[src/rtl/led_shift_sequencer_if.sv]
// Strobe/status bundle between the sequencer and the colour-component chain.
interface led_shift_sequencer_if;
  logic       enable;
  logic       bright_req;
  logic [7:0] pwm_time;
  logic       load_led_vals;
  logic       load_brightness;
  logic       shift;
  logic       sclk;
  logic       latch;
  logic       bright_mode;
  logic       frame_start;
  logic       busy;

  // Sequencer side: consumes the run controls, drives time base and strobes.
  modport master (
    input  enable,
    input  bright_req,
    output pwm_time,
    output load_led_vals,
    output load_brightness,
    output shift,
    output sclk,
    output latch,
    output bright_mode,
    output frame_start,
    output busy
  );

  // Chain/controller side: drives the run controls, observes the strobes.
  modport slave (
    output enable,
    output bright_req,
    input  pwm_time,
    input  load_led_vals,
    input  load_brightness,
    input  shift,
    input  sclk,
    input  latch,
    input  bright_mode,
    input  frame_start,
    input  busy
  );
endinterface

[src/rtl/led_shift_sequencer.sv]
// Timing master for the colour-component serial chain: PWM time base plus
// load/shift/latch strobes and the LED-driver sclk/latch/bright_mode lines.
module led_shift_sequencer #(
  parameter int unsigned SHIFT_BITS   = 16,
  parameter int unsigned SCLK_HALF    = 2,
  parameter int unsigned LATCH_CYCLES = 2
) (
  input  logic                  clk,
  input  logic                  reset_n,
  led_shift_sequencer_if.master bus
);

  localparam int unsigned PH_MAX = (SCLK_HALF > LATCH_CYCLES) ? SCLK_HALF : LATCH_CYCLES;
  localparam int unsigned CNT_W  = $clog2(PH_MAX) + 1;
  localparam int unsigned BIT_W  = $clog2(SHIFT_BITS) + 1;
  localparam int unsigned PWM_W  = 8;

  typedef enum logic [2:0] {
    IDLE     = 3'd0,
    LOAD     = 3'd1,
    SHIFT_LO = 3'd2,
    SHIFT_HI = 3'd3,
    LATCH    = 3'd4,
    NEXT     = 3'd5
  } state_e;

  state_e             state_q, state_d;
  logic [CNT_W-1:0]   cnt_q, cnt_d;
  logic [BIT_W-1:0]   bit_q, bit_d;
  logic [PWM_W-1:0]   pwm_time_q, pwm_time_d;
  logic               bright_pend_q, bright_pend_d;
  logic               bright_word_q, bright_word_d;
  logic               load_led_vals_q, load_led_vals_d;
  logic               load_brightness_q, load_brightness_d;
  logic               shift_q, shift_d;
  logic               sclk_q, sclk_d;
  logic               latch_q, latch_d;
  logic               bright_mode_q, bright_mode_d;
  logic               frame_start_q, frame_start_d;
  logic               busy_q, busy_d;

  // State, counters and registered outputs.
  always_ff @(posedge clk or negedge reset_n) begin
    if (!reset_n) begin
      state_q           <= IDLE;
      cnt_q             <= '0;
      bit_q             <= '0;
      pwm_time_q        <= '0;
      bright_pend_q     <= 1'b1;
      bright_word_q     <= 1'b0;
      load_led_vals_q   <= 1'b0;
      load_brightness_q <= 1'b0;
      shift_q           <= 1'b0;
      sclk_q            <= 1'b0;
      latch_q           <= 1'b0;
      bright_mode_q     <= 1'b0;
      frame_start_q     <= 1'b0;
      busy_q            <= 1'b0;
    end else begin
      state_q           <= state_d;
      cnt_q             <= cnt_d;
      bit_q             <= bit_d;
      pwm_time_q        <= pwm_time_d;
      bright_pend_q     <= bright_pend_d;
      bright_word_q     <= bright_word_d;
      load_led_vals_q   <= load_led_vals_d;
      load_brightness_q <= load_brightness_d;
      shift_q           <= shift_d;
      sclk_q            <= sclk_d;
      latch_q           <= latch_d;
      bright_mode_q     <= bright_mode_d;
      frame_start_q     <= frame_start_d;
      busy_q            <= busy_d;
    end
  end

  // Next state; outputs are decoded from the next state so they line up with it.
  always_comb begin
    state_d       = state_q;
    cnt_d         = '0;
    bit_d         = bit_q;
    pwm_time_d    = pwm_time_q;
    bright_word_d = bright_word_q;
    frame_start_d = 1'b0;

    // A request set in the same cycle as the brightness load stays pending.
    bright_pend_d = bright_pend_q;
    if (state_q == LOAD && bright_word_q) bright_pend_d = 1'b0;
    if (bus.bright_req)                   bright_pend_d = 1'b1;

    unique case (state_q)
      IDLE: begin
        if (bus.enable) state_d = LOAD;
      end
      LOAD: begin
        state_d = SHIFT_LO;
        bit_d   = '0;
      end
      SHIFT_LO: begin
        if (cnt_q == CNT_W'(SCLK_HALF - 1)) state_d = SHIFT_HI;
        else                                cnt_d   = cnt_q + CNT_W'(1);
      end
      SHIFT_HI: begin
        if (cnt_q == CNT_W'(SCLK_HALF - 1)) begin
          if (bit_q < BIT_W'(SHIFT_BITS - 1)) begin
            bit_d   = bit_q + BIT_W'(1);
            state_d = SHIFT_LO;
          end else begin
            state_d = LATCH;
          end
        end else begin
          cnt_d = cnt_q + CNT_W'(1);
        end
      end
      LATCH: begin
        if (cnt_q == CNT_W'(LATCH_CYCLES - 1)) begin
          state_d = NEXT;
          // Time base advances on entry to NEXT so frame_start aligns with pwm_time=0.
          if (!bright_word_q) begin
            pwm_time_d    = pwm_time_q + PWM_W'(1);
            frame_start_d = (pwm_time_q == PWM_W'(255));
          end
        end else begin
          cnt_d = cnt_q + CNT_W'(1);
        end
      end
      NEXT: begin
        state_d = bus.enable ? LOAD : IDLE;
      end
      default: state_d = IDLE;
    endcase

    // Word type is fixed on entry to LOAD; bright_word_q still holds the previous word.
    if (state_d == LOAD)
      bright_word_d = bright_pend_q && (pwm_time_q == '0) && !bright_word_q;

    load_led_vals_d   = (state_d == LOAD) && !bright_word_d;
    load_brightness_d = (state_d == LOAD) &&  bright_word_d;
    sclk_d            = (state_d == SHIFT_HI);
    shift_d           = (state_d == SHIFT_HI) && (cnt_d == CNT_W'(SCLK_HALF - 1));
    latch_d           = (state_d == LATCH);
    bright_mode_d     = bright_word_d &&
                        (state_d inside {LOAD, SHIFT_LO, SHIFT_HI, LATCH});
    busy_d            = (state_d != IDLE);
  end

  assign bus.pwm_time        = pwm_time_q;
  assign bus.load_led_vals   = load_led_vals_q;
  assign bus.load_brightness = load_brightness_q;
  assign bus.shift           = shift_q;
  assign bus.sclk            = sclk_q;
  assign bus.latch           = latch_q;
  assign bus.bright_mode     = bright_mode_q;
  assign bus.frame_start     = frame_start_q;
  assign bus.busy            = busy_q;

endmodule

[src/flat_wrapper.sv]
// flat-port wrapper written by rule: the top's interface ports become plain ports
module led_shift_sequencer_flat 
#(
  parameter int unsigned SHIFT_BITS   = 16,
  parameter int unsigned SCLK_HALF    = 2,
  parameter int unsigned LATCH_CYCLES = 2
)
  (clk, reset_n, bus_enable, bus_bright_req, bus_pwm_time, bus_load_led_vals, bus_load_brightness, bus_shift, bus_sclk, bus_latch, bus_bright_mode, bus_frame_start, bus_busy);
  led_shift_sequencer_if bus_i ();
  input  logic clk;
  input  logic reset_n;
  input wire logic [$bits(bus_i.enable)-1:0] bus_enable;
  input wire logic [$bits(bus_i.bright_req)-1:0] bus_bright_req;
  output wire logic [$bits(bus_i.pwm_time)-1:0] bus_pwm_time;
  output wire logic [$bits(bus_i.load_led_vals)-1:0] bus_load_led_vals;
  output wire logic [$bits(bus_i.load_brightness)-1:0] bus_load_brightness;
  output wire logic [$bits(bus_i.shift)-1:0] bus_shift;
  output wire logic [$bits(bus_i.sclk)-1:0] bus_sclk;
  output wire logic [$bits(bus_i.latch)-1:0] bus_latch;
  output wire logic [$bits(bus_i.bright_mode)-1:0] bus_bright_mode;
  output wire logic [$bits(bus_i.frame_start)-1:0] bus_frame_start;
  output wire logic [$bits(bus_i.busy)-1:0] bus_busy;
  assign bus_i.enable = bus_enable;
  assign bus_i.bright_req = bus_bright_req;
  assign bus_pwm_time = bus_i.pwm_time;
  assign bus_load_led_vals = bus_i.load_led_vals;
  assign bus_load_brightness = bus_i.load_brightness;
  assign bus_shift = bus_i.shift;
  assign bus_sclk = bus_i.sclk;
  assign bus_latch = bus_i.latch;
  assign bus_bright_mode = bus_i.bright_mode;
  assign bus_frame_start = bus_i.frame_start;
  assign bus_busy = bus_i.busy;
  led_shift_sequencer #(.SHIFT_BITS(SHIFT_BITS), .SCLK_HALF(SCLK_HALF), .LATCH_CYCLES(LATCH_CYCLES)) u_core (.clk(clk), .reset_n(reset_n), .bus(bus_i));
endmodule
[config.mk]
export PLATFORM = sky130hd
export DESIGN_NAME = led_shift_sequencer_flat
export DESIGN_NICKNAME = d
export VERILOG_FILES = /design/src/rtl/led_shift_sequencer_if.sv /design/src/rtl/led_shift_sequencer.sv /design/src/flat_wrapper.sv
export SDC_FILE = /design/constraint.sdc
export NUM_CORES = 1
export LEC_CHECK = 0
export CORE_UTILIZATION = 52
export CTS_CLUSTER_SIZE = 40
export DETAILED_ROUTE_END_ITERATION = 10
export PLACE_DENSITY = 0.78
export SLEW_MARGIN = 20
export SYNTH_ARGS = -nofsm -noshare
export SYNTH_HDL_FRONTEND = slang
export SYNTH_SLANG_ARGS = --single-unit
[constraint.sdc]
create_clock -name clk -period 2.2 [get_ports clk]
set_clock_uncertainty 0.2 [all_clocks]
set_input_delay 0.44 -clock clk [delete_from_list [all_inputs] [get_ports clk]]
set_output_delay 0.44 -clock clk [all_outputs]
set_load 0.01 [all_outputs]
==> key figures, run 1 <==
Die
  – I/O pin count: 20
  – Floorplan row count: 17
  – Die W: around 52 um
  – Initial Utilization: 0.569
  – Die Footprint: roughly 0.0027 mm2
  – Core ar.: 0.00230 mm2
  – Die Y: between 50 and 60 um

Drt
  – Routed WL: between 2 and 3 mm
  – Met2 WL post-DR: about 1.2 mm
  – DRC Markers: 0
  – Average wire per standard cell: roughly 14 um
  – DR WL met3: between 70 and 80 um
  – Vias per cell: 5.68
  – 1st-iter DRT viols: 12
  – Uppermost routed layer: met4
  – Final ANT Viol Nets: 0
  – Post-Route M1 WL: 1.21 mm
  – Via Count: 1006
  – DRT Pass-1 Iters: 4

Clock tree
  – CTS Sinks: 28
  – CTS tree: yes
  – Inserted Clock Buffers: 3
  – H-tree levels: 1
  – Reg clk slew, reported paths: around 140 ps
  – # hold bufs at CTS: 0
  – Worst-Skew Late Latency: 320 ps
  – Setup Buffers After CTS: 0
  – Max Buffers Root-to-Sink: 2
  – Root Driver: clkbuf_4
  – CTS resizes: 0

Yosys
  – Most used DFF post-synth: dfrtp_1
  – EDFF count, synth: 0
  – Syn avg cell area: about 11 um2
  – Warnings, synthesis: 0
  – Sequential share of the synthesized area: 0.537
  – Synth area leader: dfrtp_1
  – Distinct cells, synth: 34
  – Synth Register Bits: 28
  – Post-synth top area share: 0.517
  – Synthesized area: approximately 0.0013 mm2
  – Ranking of synthesized cells by area: dfrtp_1, xnor2_1, nand4_1
  – Cells after synthesis: around 120
  – Asr flop ratio synth: 1.00
  – Syn Nets: 129

Power
  – Cell area power density: between 1000 and 1500 mW/mm2
  – Peak supply drop: roughly 0.87 mV
  – Tot Pwr: ~0.0017 W
  – Leak pwr: roughly 0.73 nW

Placement
  – Port bufs: 19
  – Gpl congestion: 0.819
  – HPWL after detailed placement: 1.83 mm
  – Placed cells: between 150 and 200

Critical path
  – Crit Reg-Reg Endpoint: u_core.bus.bright_mode
  – Flop2flop setup slack: about 180 ps
  – Worst setup EP type: flop
  – R2r startpoint: u_core.state_q[0]
  – Worst EP arrival: about 2100 ps
  – Startpoint Class: flop
  – Worst R2R Path Depth: 4
  – Critical Path Fanout Max: 9
  – CP Class: reg -> reg
  – CP required: between 2000 and 2500 ps

GRT
  – Pin count of the biggest net entering global routing: 29
  – First-pass GRT wire length: about 4.5 mm
  – Vias in the first global route: between 900 and 1000
  – Grt total ovfl: 0
  – Antenna violations before repair: 0
  – Total Routing Usage GR: 0.228

Layout
  – Layout area overhead: 22.9%
  – Final core utilization: 0.699
  – ANT cells: 0
  – Leading cell type in the layout, fill and taps excluded: dfrtp_1
  – Final Non-Filler Cells: 177
  – FILL cells: between 150 and 200
  – Commonest non-fill, non-tap cells in the layout: dfrtp_1, clkdlybuf4s50_1, nor2_1, nand2_1
  – Fraction of layout cells with a size suffix above 1: 0.101
  – Final Net Count: 157

Timing
  – Final Critical Period: about 2000 ps
  – Final-report setup violation count: 0
  – TNS Setup: 0 ps
  – Period utilization: 0.917
  – FMAX: about 0.5 GHz
  – Slew @ Worst Pin: 468 ps
  – Min Hold Slack: approximately 280 ps
  – Slew Limit Headroom: 0.687
  – RSZ-0062 raised after global routing: false
  – Final Hold Viols: 0
  – Max Slew Vio Count: 0

Hold path
  – Min-Delay Path Class: in -> async

Job
  – Max_cap viols: 0

Status
  – Status: completed
[power breakdown]
group	switching [W]	leakage (nW)	internal, W
Sequential	0.000136	0.357	0.000643
Clock	0.000144	0.0210	0.000101
Combinational	0.000328	0.348	0.000342
Total	0.000608	0.725	0.00109
[through the flow]
step,setup WS [ps],cell area [um2]
after floorplan,365,1310
after global placement,-63.1,1570
after detailed placement,-103,1570
after CTS,180,1610
after global routing,64.8,1610
final,183,1610
[state kept, by name, summed over array words and instances, names as in the netlist, 2 cells and up]
name,cells
u_core.bus.pwm_time,8
u_core.state_q,3
u_core.bit_q,5
u_core.cnt_q,2
[area by class of cell]
cell class                      instances  area, um2  share of cell area
Multi-Input combinational cell         86        572               0.356
Clock buffer                            4       36.3              0.0226
Inverter                                5       18.8              0.0117
Timing Repair Buffer                   26        243               0.151
Sequential cell                        28        702               0.437
Tap cell                               28       35.0              0.0218
[cells in the mapped netlist (all sizes together), types with 2 or more instances]
cell and count:
a21oi 5, a311o 2, a31oi 2, and2 4, and3 5, clkbuf 2
dfrtp 27, ha 3, inv 5, nand2 9, nand2b 3, nand3 2
nand4 7, nor2 9, nor2b 2, nor3 4, nor3b 3, nor4b 4
o21ai 4, xnor2 7
[layer usage]
layer  up-vias  global-route usage
met5         -                   0
li1        491                   -
met4         0              0.0921
met3         4              0.0351
met1       492               0.296
met2        19               0.380
[critical path, stage by stage, from the launching register on]
cell and delay, ps:
dfrtp_1 490, and2b_1 240, or4_4 490, or3_1 380
a21oi_1 160
[worst max-delay path by stage]
stage	start	to	slack [ps]	depth (start not counted)
finish	u_core.state_q[0]	u_core.bus.bright_mode	180	4
global route	u_core.state_q[0]	u_core.bus.bright_mode	60	4
CTS	u_core.bus.pwm_time[0]	bus_pwm_time[0]	180	1
detailed placement	bus_enable	u_core.bus.bright_mode	-100	5
global placement	bus_enable	u_core.bus.bright_mode	-60	5
floorplan	u_core.state_q[0]	u_core.bus.bright_mode	360	4
[cells by family (layout without fill, tap and decap cells)]
| logic type | after synthesis | in the layout | share of synthesized area |
|---|---|---|---|
| DFF | 28 | 28 | 0.537 |
| AOI/OAI and AO/OA | 17 | 17 | 0.0852 |
| buffers and inverters | 8 | 35 | 0.0258 |
| adders and majority gates | 3 | 3 | 0.0287 |
| and+or+nand+nor | 58 | 58 | 0.270 |
| xor gates and xnor gates | 8 | 8 | 0.0536 |
Power figures use the tool's default switching activity.
==> run 2: changes to the inputs <==
--- a/config.mk
+++ b/config.mk
@@ -9,6 +9,7 @@
 export CTS_CLUSTER_SIZE = 40
 export DETAILED_ROUTE_END_ITERATION = 10
 export PLACE_DENSITY = 0.78
+export REMOVE_ABC_BUFFERS = 1
 export SLEW_MARGIN = 20
 export SYNTH_ARGS = -nofsm -noshare
 export SYNTH_HDL_FRONTEND = slang
==> run 2 against run 1 <==
  * Global-route usage is 0.58 points lower
  * Maximum frequency is 0.27% lower
  * Sequential cell count stayed put
  * Non-clock buffer count is 1 higher
  * Critical path type is now reg -> out
  * Critical endpoint is now bus_pwm_time[0]
  * Largest power group unchanged
==> key figures, run 2 (synthesis gave the netlist of run 1 again) <==
Placement
  – Port bufs: 19
  – Gpl congestion: about 0.83
  – HPWL after detailed placement: between 1.5 and 2 mm
  – Placed cells: roughly 170
  – Placed Area: about 0.0016 mm2

Layout
  – FILL cells: approximately 180
  – ANT cells: 0
  – Final Net Count: around 160
  – Final Non-Filler Cells: 178
  – Fraction of layout cells with a size suffix above 1: 0.107
  – Commonest non-fill, non-tap cells in the layout: dfrtp_1, clkdlybuf4s50_1, nor2_1, nand2_1, buf_4
  – Max reg flops: 8
  – Leading cell type in the layout, fill and taps excluded: dfrtp_1
  – Final std cell area, no fill: around 0.0016 mm2
  – Layout area overhead: 23.4%

Die
  – Initial Utilization: 0.569
  – Floorplan row count: 17
  – Die Footprint: between 0.002 and 0.003 mm2
  – Die Y: 52.1 um
  – I/O pin count: 20
  – Die W: 52.1 um
  – Core ar.: 0.00230 mm2

Clock tree
  – Inserted Clock Buffers: 3
  – Setup Buffers After CTS: 0
  – Max Buffers Root-to-Sink: 2
  – Reg clk slew, reported paths: between 100 and 150 ps
  – CTS Sinks: 28
  – CTS resizes: 0
  – CTS tree: yes
  – H-tree levels: 1
  – Root Driver: clkbuf_4
  – # hold bufs at CTS: 0
  – Worst-Skew Late Latency: 330 ps

Critical path
  – Critical Path Slowest Stage Cell: clkdlybuf4s50_1
  – Worst path bufs/invs: 1
  – Top delay family on crit path: buffers and inverters
  – Worst R2R Path Depth: 4
  – Flop2flop setup slack: approximately 230 ps
  – CP Class: reg -> out
  – Crit-path cells: clkdlybuf4s50_1
  – Worst EP arrival: around 1400 ps
  – Worst setup EP type: output pin
  – Startpoint Class: flop
  – Critical Path Fanout Max: 6
  – CP required: 1560 ps
  – Instance count on the critical path: 1
  – Max incr delay on CP: ~580 ps

Status
  – Status: completed

Timing
  – Max Slew Vio Count: 0
  – Final-report setup violation count: 0
  – Period utilization: 0.919
  – Slew Limit Headroom: 0.709
  – Final Hold Viols: 0
  – RSZ-0062 raised after global routing: false
  – FMAX: just under 0.5 GHz
  – Final Critical Period: a little over 2000 ps
  – Slew @ Worst Pin: 436 ps

Power
  – Peak supply drop: slightly above 0.8 mV
  – Cell area power density: roughly 1100 mW/mm2
  – Leak pwr: roughly 0.73 nW

Drt
  – DRC Markers: 0
  – Via Count: roughly 1000
  – Average wire per standard cell: about 14 um
  – Vias per cell: 5.61
  – DRT Pass-1 Iters: 4
  – Final ANT Viol Nets: 0
  – Routed WL: about 2.5 mm
  – 1st-iter DRT viols: 18

Hold path
  – Min-Delay Path Class: in -> async

GRT
  – Total Routing Usage GR: 0.222
  – Antenna violations before repair: 0
  – Vias in the first global route: 989
  – First-pass GRT wire length: approximately 4.3 mm
  – Grt total ovfl: 0
  – Pin count of the biggest net entering global routing: 29

Job
  – Max_cap viols: 0
## run 2: cell types whose count changed in the layout (fill, tap and decap cells not counted), sizes merged
cell,before,now
buf,7,8
## run 2: power breakdown
part	total, W	leakage [nW]	switching [W]	internal, W
Combinational	0.000697	0.353	0.000343	0.000354
Sequential	0.000768	0.357	0.000125	0.000643
Clock	0.000248	0.0210	0.000146	0.000102
Total	0.00171	0.730	0.000614	0.00110
## run 2: routing by layer
layer	track usage	share of wire	wire, um
met1	0.285	0.49	1210
met5	0	0	0
met2	0.363	0.46	1160
met4	0.110	0.018	46
met3	0.0351	0.030	74
## run 2: final cells by class
type,count,area [um2],area share
Clock buffer,4,36.3,0.0225
Tap cell,28,35.0,0.0217
Timing Repair Buffer,27,250,0.155
Inverter,5,18.8,0.0116
Sequential cell,28,702,0.435
Multi-Input combinational cell,86,572,0.354
## run 2: stage by stage
step | hold WS [ps] | utilization | setup TNS [ps] | setup WS [ps] | total power [W]
CTS | 271 | 0.703 | 0 | 166 | 0.00173
global route | 291 | 0.703 | 0 | 99.8 | 0.00185
finish | 260 | 0.703 | 0 | 178 | 0.00171
detailed placement | 306 | 0.687 | -99.8 | -99.8 | 0.00147
global placement | 305 | 0.687 | -60.8 | -60.8 | 0.00144
floorplan | -55.6 | - | 0 | 242 | 0.00118
## run 2: path summary, 6_finish.rpt
kind	end	start
max	bus_pwm_time[0]	u_core.bus.pwm_time[0]
min	u_core.bus.pwm_time[3]	reset_n
max reg2reg	u_core.bus.frame_start	u_core.state_q[1]
min reg2reg	u_core.bus.pwm_time[7]	u_core.bus.pwm_time[7]
max in group asynchronous	u_core.bright_pend_q	reset_n
min in group clk	u_core.bus.pwm_time[7]	u_core.bus.pwm_time[7]
==> run 3: changes to the inputs <==
--- a/config.mk
+++ b/config.mk
@@ -5,6 +5,7 @@
 export SDC_FILE = /design/constraint.sdc
 export NUM_CORES = 1
 export LEC_CHECK = 0
+export CAP_MARGIN = 15
 export CORE_UTILIZATION = 52
 export CTS_CLUSTER_SIZE = 40
 export DETAILED_ROUTE_END_ITERATION = 10
==> results of run 3 <==
The final DEF is identical to that of run 2; final timing and power are the same.
